**config.mk**
```make
export PLATFORM = sky130hd
export DESIGN_NAME = audio_dac_serializer_flat
export DESIGN_NICKNAME = d
export VERILOG_FILES = /design/src/rtl/audio_dac_if.sv /design/src/rtl/audio_dac_serializer.sv /design/src/flat_wrapper.sv
export SDC_FILE = /design/constraint.sdc
export NUM_CORES = 1
export LEC_CHECK = 0
export ABC_AREA = 1
export CORE_ASPECT_RATIO = 1.75
export CORE_UTILIZATION = 51
export DETAILED_ROUTE_END_ITERATION = 12
export HOLD_SLACK_MARGIN = 0.05
export PLACE_DENSITY = 0.73
export SLEW_MARGIN = 25
export SYNTH_ARGS = -nofsm -noshare
export SYNTH_HDL_FRONTEND = slang
export SYNTH_SLANG_ARGS = --single-unit
```
**constraint.sdc**
```tcl
create_clock -name AUDIO_CLK -period 4.7 [get_ports AUDIO_CLK]
set_input_delay 0.705 -clock AUDIO_CLK [delete_from_list [all_inputs] [get_ports AUDIO_CLK]]
set_output_delay 0.705 -clock AUDIO_CLK [all_outputs]
set_load 0.01 [all_outputs]
```
**src/rtl/audio_dac_if.sv**
```systemverilog
// Synthesizer-to-DAC-serializer bundle: parallel stereo samples in, codec serial port and status out.
interface audio_dac_if #(
  parameter int AUD_BIT_DEPTH = 24
);
  logic [AUD_BIT_DEPTH-1:0] lsound_in;
  logic [AUD_BIT_DEPTH-1:0] rsound_in;
  logic                     sample_valid;
  logic                     clear_flags;
  logic                     AUD_BCLK;
  logic                     AUD_DACLRCK;
  logic                     AUD_DACDAT;
  logic                     frame_start;
  logic                     underrun;
  logic                     overrun;

  modport master (
    output lsound_in, rsound_in, sample_valid, clear_flags,
    input  AUD_BCLK, AUD_DACLRCK, AUD_DACDAT, frame_start, underrun, overrun
  );

  modport slave (
    input  lsound_in, rsound_in, sample_valid, clear_flags,
    output AUD_BCLK, AUD_DACLRCK, AUD_DACDAT, frame_start, underrun, overrun
  );
endinterface

```
**src/rtl/audio_dac_serializer.sv**
```systemverilog
// Stereo I2S / left-justified DAC serializer: BCLK/LRCK from AUDIO_CLK by division,
// double-buffered samples (holding register -> per-frame shift register) with underrun/overrun flags.
module audio_dac_serializer #(
  parameter int AUD_BIT_DEPTH = 24,
  parameter int BCLK_DIV      = 4,
  parameter int SLOT_BITS     = 32,
  parameter int FORMAT        = 0
) (
  input  logic       AUDIO_CLK,
  input  logic       reset,
  audio_dac_if.slave aud
);
  localparam int FRAME_BITS = 2 * SLOT_BITS;
  localparam int DIV_W      = (BCLK_DIV > 2) ? $clog2(BCLK_DIV) : 1;
  localparam int BIT_W      = $clog2(FRAME_BITS);
  // Zero bits below the LSB within a slot; I2S spends one slot bit before the MSB.
  localparam int PAD        = SLOT_BITS - AUD_BIT_DEPTH - ((FORMAT == 0) ? 1 : 0);

  logic [DIV_W-1:0]                div_q, div_d;
  logic [BIT_W-1:0]                bit_q, bit_d;
  logic                            bclk_q, bclk_d;
  logic                            lrck_q, lrck_d;
  logic                            dat_q, dat_d;
  logic [FRAME_BITS-1:0]           shift_q, shift_d;
  logic [1:0][AUD_BIT_DEPTH-1:0]   hold_q, hold_d;
  logic                            fresh_q, fresh_d;
  logic                            armed_q, armed_d;
  logic                            under_q, under_d;
  logic                            over_q, over_d;

  logic [1:0][AUD_BIT_DEPTH-1:0]   in_smp, load_smp;
  logic [1:0][SLOT_BITS-1:0]       slot_img;
  logic                            fall_en, load_en, set_under, set_over;

  // Channel 0 = left, channel 1 = right.
  assign in_smp  = {aud.rsound_in, aud.lsound_in};
  assign fall_en = (div_q == DIV_W'(BCLK_DIV - 1));
  assign load_en = fall_en && (bit_q == BIT_W'(FRAME_BITS - 1));

  for (genvar c = 0; c < 2; c++) begin : g_slot
    assign slot_img[c] = SLOT_BITS'(load_smp[c]) << PAD;
  end

  always_comb begin
    div_d     = fall_en ? '0 : div_q + DIV_W'(1);
    bclk_d    = (div_d >= DIV_W'(BCLK_DIV / 2));
    bit_d     = bit_q;
    lrck_d    = lrck_q;
    dat_d     = dat_q;
    shift_d   = shift_q;
    hold_d    = hold_q;
    fresh_d   = fresh_q;
    armed_d   = armed_q;
    load_smp  = '0;
    set_under = 1'b0;
    set_over  = 1'b0;

    if (aud.sample_valid) begin
      hold_d  = in_smp;
      armed_d = 1'b1;
    end

    if (load_en) begin
      fresh_d = 1'b0;
      if (aud.sample_valid)  load_smp = in_smp;
      else if (fresh_q)      load_smp = hold_q;
      else if (armed_q) begin
        load_smp  = hold_q;
        set_under = 1'b1;
      end
    end else if (aud.sample_valid) begin
      fresh_d  = 1'b1;
      set_over = fresh_q;
    end

    if (fall_en) begin
      bit_d  = load_en ? '0 : bit_q + BIT_W'(1);
      lrck_d = (bit_d >= BIT_W'(SLOT_BITS));
      if (load_en) begin
        shift_d = {slot_img[0], slot_img[1]};
        dat_d   = shift_d[FRAME_BITS-1];
      end else begin
        shift_d = shift_q << 1;
        dat_d   = shift_q[FRAME_BITS-2];
      end
    end

    under_d = (under_q & ~aud.clear_flags) | set_under;
    over_d  = (over_q  & ~aud.clear_flags) | set_over;
  end

  always_ff @(posedge AUDIO_CLK or posedge reset) begin
    if (reset) begin
      div_q   <= '0;
      bit_q   <= '0;
      bclk_q  <= 1'b0;
      lrck_q  <= 1'b0;
      dat_q   <= 1'b0;
      shift_q <= '0;
      hold_q  <= '0;
      fresh_q <= 1'b0;
      armed_q <= 1'b0;
      under_q <= 1'b0;
      over_q  <= 1'b0;
    end else begin
      div_q   <= div_d;
      bit_q   <= bit_d;
      bclk_q  <= bclk_d;
      lrck_q  <= lrck_d;
      dat_q   <= dat_d;
      shift_q <= shift_d;
      hold_q  <= hold_d;
      fresh_q <= fresh_d;
      armed_q <= armed_d;
      under_q <= under_d;
      over_q  <= over_d;
    end
  end

  assign aud.AUD_BCLK    = bclk_q;
  assign aud.AUD_DACLRCK = lrck_q;
  assign aud.AUD_DACDAT  = dat_q;
  assign aud.frame_start = load_en;
  assign aud.underrun    = under_q;
  assign aud.overrun     = over_q;
endmodule

```
**src/flat_wrapper.sv**
```systemverilog
// flat-port wrapper written by rule: the top's interface ports become plain ports
module audio_dac_serializer_flat 
#(
  parameter int AUD_BIT_DEPTH = 24,
  parameter int BCLK_DIV      = 4,
  parameter int SLOT_BITS     = 32,
  parameter int FORMAT        = 0
)
  (AUDIO_CLK, reset, aud_lsound_in, aud_rsound_in, aud_sample_valid, aud_clear_flags, aud_AUD_BCLK, aud_AUD_DACLRCK, aud_AUD_DACDAT, aud_frame_start, aud_underrun, aud_overrun);
  audio_dac_if #(.AUD_BIT_DEPTH(AUD_BIT_DEPTH)) aud_i ();
  input  logic AUDIO_CLK;
  input  logic reset;
  input wire logic [$bits(aud_i.lsound_in)-1:0] aud_lsound_in;
  input wire logic [$bits(aud_i.rsound_in)-1:0] aud_rsound_in;
  input wire logic [$bits(aud_i.sample_valid)-1:0] aud_sample_valid;
  input wire logic [$bits(aud_i.clear_flags)-1:0] aud_clear_flags;
  output wire logic [$bits(aud_i.AUD_BCLK)-1:0] aud_AUD_BCLK;
  output wire logic [$bits(aud_i.AUD_DACLRCK)-1:0] aud_AUD_DACLRCK;
  output wire logic [$bits(aud_i.AUD_DACDAT)-1:0] aud_AUD_DACDAT;
  output wire logic [$bits(aud_i.frame_start)-1:0] aud_frame_start;
  output wire logic [$bits(aud_i.underrun)-1:0] aud_underrun;
  output wire logic [$bits(aud_i.overrun)-1:0] aud_overrun;
  assign aud_i.lsound_in = aud_lsound_in;
  assign aud_i.rsound_in = aud_rsound_in;
  assign aud_i.sample_valid = aud_sample_valid;
  assign aud_i.clear_flags = aud_clear_flags;
  assign aud_AUD_BCLK = aud_i.AUD_BCLK;
  assign aud_AUD_DACLRCK = aud_i.AUD_DACLRCK;
  assign aud_AUD_DACDAT = aud_i.AUD_DACDAT;
  assign aud_frame_start = aud_i.frame_start;
  assign aud_underrun = aud_i.underrun;
  assign aud_overrun = aud_i.overrun;
  audio_dac_serializer #(.AUD_BIT_DEPTH(AUD_BIT_DEPTH), .BCLK_DIV(BCLK_DIV), .SLOT_BITS(SLOT_BITS), .FORMAT(FORMAT)) u_core (.AUDIO_CLK(AUDIO_CLK), .reset(reset), .aud(aud_i));
endmodule
```
==> impl_metrics.json, run 1 <==
{
  "status": "completed",
  "peakVddDrop_mv": 0.3175,
  "synthesis.area_um2": 5599,
  "ys_types": 23,
  "maxSlewViolCount": 0,
  "vias": 4699,
  "skew_ps": 5.330,
  "drive_above_1_share_pct": 5.556,
  "via_per_inst": 4.999,
  "yosysTopAreaCellShare_pct": 52.74,
  "required_ps": 3990,
  "synthMuxAreaShare_pct": 0,
  "path_cells": "ha_1, inv_1, nor2_4, nand3_4, clkinv_2, clkdlybuf4s50_1",
  "max_freq_mhz": 300.8,
  "initial_core_util_pct": 52.34,
  "utilization_pct": 63.10,
  "power_mw": 2.407,
  "holdWs_ps": 420.3,
  "fp.dieH_um": 140.6,
  "fp.dieW_um": 81.21,
  "grt-ovfl-total": 0,
  "critical_path_class": "reg2out",
  "synth_compound_area_share_pct": 3.330,
  "antenna_cells": 0,
  "synth_top_family_by_area": "simple AND/OR/NAND/NOR gates",
  "synth-xor-area-share_pct": 0,
  "clk_latency_ps": 400,
  "grt_pass1_wl_um": 21310,
  "postSynthCellCount": 756,
  "min_period_ps": 3324,
  "synth_top_flop_cell": "dfrtp_1",
  "powerDensity_nw_per_um2": 356.6,
  "cts_buffers": 17,
  "ant_nets": 0,
  "synth_common_cells": "nand2_1 (414), dfrtp_1 (118), nand3_1 (66)",
  "reg_top3": "u_core.shift_q: 56 flops, u_core.hold_q: 48 flops, u_core.bit_q: 6 flops",
  "crit_slowest_cell": "clkdlybuf4s50_1",
  "post-route-drc-count": 0,
  "regArea_um2": 2953,
  "syn_avg_cell_area_um2": 7.406,
  "first_pass_iters": 5,
  "die-area_um2": 11420,
  "largest_register_ffs": 56,
  "slowest_delay_ps": 600,
  "port_buffers": 57,
  "finalNetCount": 853,
  "tns_ps": 0,
  "post_cts_buffers": 0,
  "cts_tree": "yes",
  "r2r_setup_slack_ps": 2370,
  "met3_wirelength_um": 374,
  "reg2regPathDepth": 7,
  "layout_setup_ws_ps": 1376,
  "fillers": 904,
  "met1_length_um": 5093,
  "post_cts_resized": 0,
  "clk_pin_slew_worst_paths_ps": 50,
  "setup_viol": 0,
  "ys_ff_latch": 118,
  "hold_viol_final": 0,
  "fp.coreArea_um2": 10700,
  "grt_antenna_before_repair": 0,
  "routed.top_layer": "met4",
  "grt_start_max_net_pins": 71,
  "synth_edf_count": 0,
  "hold_class": "reg2reg",
  "met2_length_um": 6480,
  "clockBufferDepth": 2,
  "rows": 50,
  "wl_um": 12210,
  "top_register": "u_core.shift_q",
  "yosys-top-cells-area": "dfrtp_1 (53%), nand2_1 (28%), nand3_1 (5.9%), inv_1 (4.3%), buf_2 (1.7%)",
  "synth.most_common_cell": "nand2_1",
  "synthAdderAreaFrac_pct": 0.4469,
  "crit_path_end": "aud_frame_start",
  "regToRegStartpoint": "u_core.aud.AUD_BCLK",
  "seq_area_frac_synth_pct": 52.74,
  "synth_nets": 810,
  "finalCritPeriodShare_pct": 70.73,
  "tightest_slew_ps": 869.7,
  "area_growth_pct": 20.56,
  "yosys_warnings": 0,
  "critPathLaunchType": "flip-flop",
  "io-pin-count": 58,
  "root_buffer": "clkbuf_16",
  "worstHoldStart": "u_core.div_q[0]",
  "grt_pass1_vias": 4839,
  "end_kind": "output port",
  "drt_iter0_markers": 319,
  "rsz0062_at_grt": "no",
  "crit_fanout": 35,
  "max-cap-violations": 0,
  "drt-wirelength-per-cell_um": 12.98,
  "async_reset_ff_share_pct": 100.0,
  "timing.rr.end": "u_core.shift_q[13]",
  "synthSimpleGateAreaFrac_pct": 35.26,
  "dp_hpwl_um": 7345,
  "multi_input_area_um2": 2193,
  "cts_sinks": 118,
  "hold_buffers": 0,
  "place_ws_ps": 1815,
  "gp_congestion": 0.8313,
  "max-slew-margin-rel_pct": 42.02,
  "p_leak_nw": 3.504,
  "cp.arrival_ps": 2620,
  "synth_top_area_cell": "dfrtp_1",
  "grt_util_all_layers_pct": 24.16,
  "htree_levels": 4,
  "startpoint": "u_core.bit_q[0]"
}
placed cells by master, fill, tap and decap left out:
master	count
clkbuf_1	5
ha_1	2
buf_4	6
nand2_1	414
o21ai_1	1
a21oi_1	18
inv_4	1
inv_2	3
dfrtp_1	118
nand3_1	66
bufinv_16	1
o22ai_1	7
nor2_1	5
nand3_2	1
nor3_1	1
clkbuf_8	4
inv_1	63
nand3_4	1
clkbuf_16	17
o21ai_0	8
nand2_2	2
clkdlybuf4s50_1	56
buf_2	1
o21bai_1	1
nor2_4	3
buf_16	1
clkinv_2	4
power by group:
part,total [mW],internal (mW),switching [mW]
Sequential,1.06,1.05,0.0100
Clock,1.20,0.774,0.423
Combinational,0.146,0.0622,0.0836
Total,2.41,1.89,0.516
worst max-delay path, delay by kind of cell, from the launching register on:
kind | cells | cell delay, ps
simple gates | 2 | 500
fa+ha+maj | 1 | 220
flops | 1 | 380
buf+inv | 3 | 1070
how the worst min path moves through the flow:
stage / to / slack [ps] / cells past startpoint
detailed placement: u_core.div_q[0] / 420 / 1
floorplan: u_core.div_q[0] / 400 / 1
CTS: u_core.div_q[0] / 420 / 1
finish: u_core.div_q[0] / 420 / 1
global route: u_core.div_q[0] / 460 / 1
global placement: u_core.div_q[0] / 410 / 1
logic make-up (layout without fill, tap and decap cells):
group / after synthesis / in the layout
AO/OA/AOI/OAI: 35 / 35
AND/OR/NAND/NOR: 493 / 493
buffers and inverters: 108 / 162
flip-flops: 118 / 118
adder cells (fa/ha/maj): 2 / 2
final cells by class:
cell class | instances | area share (%)
well taps | 130 | 2.410
clock inverters | 4 | 0.6673
repair buffers | 64 | 9.453
flip-flops and latches | 118 | 43.74
inverters | 68 | 3.837
multi-input cells | 530 | 32.49
clock buffers | 26 | 7.396
per-stage QoR:
step,cells,instance area [um2]
4_1_cts,939,6723
5_1_grt,940,6750
6_report,940,6750
3_5_place_dp,909,6178
3_3_place_gp,909,6178
2_1_floorplan,756,5599
routing by layer:
layer	global-route usage [%]	vias to the layer above
met3	4.466	19
li1	-	2389
met5	0	-
met2	43.21	90
met1	27.26	2201
met4	10.34	0
Power figures use the tool's default switching activity.
==> run 2, diff against run 1 <==
--- a/config.mk
+++ b/config.mk
@@ -10,7 +10,7 @@
 export CORE_UTILIZATION = 51
 export DETAILED_ROUTE_END_ITERATION = 12
 export HOLD_SLACK_MARGIN = 0.05
-export PLACE_DENSITY = 0.73
+export PLACE_DENSITY = 0.76
 export SLEW_MARGIN = 25
 export SYNTH_ARGS = -nofsm -noshare
 export SYNTH_HDL_FRONTEND = slang
==> constraint.sdc (replaced) <==
create_clock -name AUDIO_CLK -period 2.7 [get_ports AUDIO_CLK]
set_input_delay 0.405 -clock AUDIO_CLK [delete_from_list [all_inputs] [get_ports AUDIO_CLK]]
set_output_delay 0.405 -clock AUDIO_CLK [all_outputs]
set_load 0.01 [all_outputs]
==> impl_metrics.json, run 2 (synthesized netlist as in run 1, its figures left out) <==
{
  "status": "completed",
  "cts_buffers": 17,
  "fp.coreArea_um2": 10700,
  "critPathLaunchType": "flip-flop",
  "grt_antenna_before_repair": 0,
  "hold_depth": 1,
  "area_growth_pct": 21.94,
  "gp_congestion": 0.7636,
  "power_mw": 4.411,
  "initial_core_util_pct": 52.34,
  "p_leak_nw": 3.539,
  "tns_ps": 0,
  "grt_util_all_layers_pct": 23.60,
  "path_cells": "ha_1, inv_1, nor2_4, nand3_4, clkinv_2, clkdlybuf4s50_1",
  "final_cell_mix": "nand2_1 (414), dfrtp_1 (118), nand3_1 (66)",
  "hold_class": "reg2reg",
  "drive_above_1_share_pct": 6.511,
  "drt_iter0_markers": 283,
  "hold_buffers": 0,
  "io-pin-count": 58,
  "whs_endpoint": "u_core.div_q[0]",
  "cp_num_buf_inv": 3,
  "cts_tree": "yes",
  "min_period_ps": 2542,
  "clk_latency_ps": 410,
  "crit_fanout": 19,
  "fp.dieH_um": 140.6,
  "place_ws_ps": 574.2,
  "dp_hpwl_um": 7292,
  "vias": 4714,
  "slowest_delay_ps": 590,
  "cp.arrival_ps": 2140,
  "ant_nets": 0,
  "holdWs_ps": 439.9,
  "via_per_inst": 4.994,
  "timing.rr.end": "u_core.shift_q[12]",
  "hold_viol_final": 0,
  "rows": 50,
  "wl_um": 12030,
  "die-area_um2": 11420,
  "finalCritPeriodShare_pct": 94.16,
  "layout_setup_ws_ps": 157.7,
  "htree_levels": 4,
  "post_cts_resized": 0,
  "grt_pass1_wl_um": 21050,
  "top_register": "u_core.shift_q",
  "skew_ps": 5.439,
  "critical_path_class": "reg2out",
  "path_delay_family": "buffers and inverters",
  "root_buffer": "clkbuf_16",
  "fp.dieW_um": 81.21,
  "utilization_pct": 63.82,
  "grt_start_max_net_pins": 119,
  "max_freq_mhz": 393.3,
  "post-route-drc-count": 0,
  "final_common_cell": "nand2_1",
  "post_cts_buffers": 0,
  "reg2regPathDepth": 7,
  "required_ps": 2300,
  "max-cap-violations": 0,
  "rsz0062_at_grt": "no",
  "clockBufferDepth": 2,
  "setup_viol": 0,
  "peakVddDrop_mv": 0.5085,
  "tightest_slew_ps": 869.0,
  "worstHoldStart": "u_core.div_q[0]",
  "antenna_cells": 0,
  "maxSlewViolCount": 0,
  "cts_sinks": 118,
  "clk_pin_slew_worst_paths_ps": 50,
  "first_pass_iters": 4,
  "end_kind": "output port",
  "crit_slowest_cell": "clkdlybuf4s50_1",
  "grt_pass1_vias": 4926,
  "max-slew-margin-rel_pct": 41.98,
  "regToRegStartpoint": "u_core.aud.AUD_BCLK",
  "powerDensity_nw_per_um2": 646.0,
  "grt-ovfl-total": 0,
  "r2r_setup_slack_ps": 640,
  "port_buffers": 57,
  "reg_top3": "u_core.shift_q: 56 flops, u_core.hold_q: 48 flops, u_core.bit_q: 6 flops",
  "drt-wirelength-per-cell_um": 12.74,
  "finalNetCount": 855,
  "largest_register_ffs": 56
}
[run 2: cell types whose count changed in the layout (fill, tap and decap cells not counted), sizes merged]
cell      change
buf           +2
bufinv        +2
clkbuf        -3
clkinv        +2
clkinvlp      +2
inv           -1
[run 2: stage by stage]
stage / std cells / area (um2)
3_5_place_dp: 912 / 6217
4_1_cts: 944 / 6828
2_1_floorplan: 756 / 5603
3_3_place_gp: 912 / 6217
5_1_grt: 944 / 6828
6_report: 944 / 6828
[run 2: area by class of cell]
type / instances / area (um2)
clock buffers: 23 / 488.0
repair buffers: 66 / 645.6
clock inverters: 9 / 122.6
multi-input cells: 530 / 2196
well taps: 130 / 162.7
inverters: 68 / 260.3
flip-flops and latches: 118 / 2953
fillers: 888 / 3870
[run 2: worst max-delay path by stage]
stage,startpoint,endpoint,depth (start not counted)
2_1_floorplan,reset,u_core.armed_q,1
3_3_place_gp,u_core.bit_q[0],aud_frame_start,6
3_5_place_dp,u_core.bit_q[0],aud_frame_start,6
4_1_cts,u_core.bit_q[0],aud_frame_start,6
5_1_grt,u_core.bit_q[0],aud_frame_start,6
6_report,u_core.bit_q[0],aud_frame_start,6
[run 2: metal layers]
layer | vias up | track usage, % | part of all wire [%]
met5 | - | 0 | 0
met4 | 0 | 8.741 | 1.9
met3 | 19 | 6.019 | 5.9
met2 | 118 | 41.97 | 51
met1 | 2180 | 26.38 | 41
li1 | 2397 | - | -
[run 2: report_power, final]
group / switching, mW / internal [mW]
Combinational: 0.144 / 0.109
Clock: 0.766 / 1.54
Sequential: 0.0179 / 1.83
Total: 0.927 / 3.48
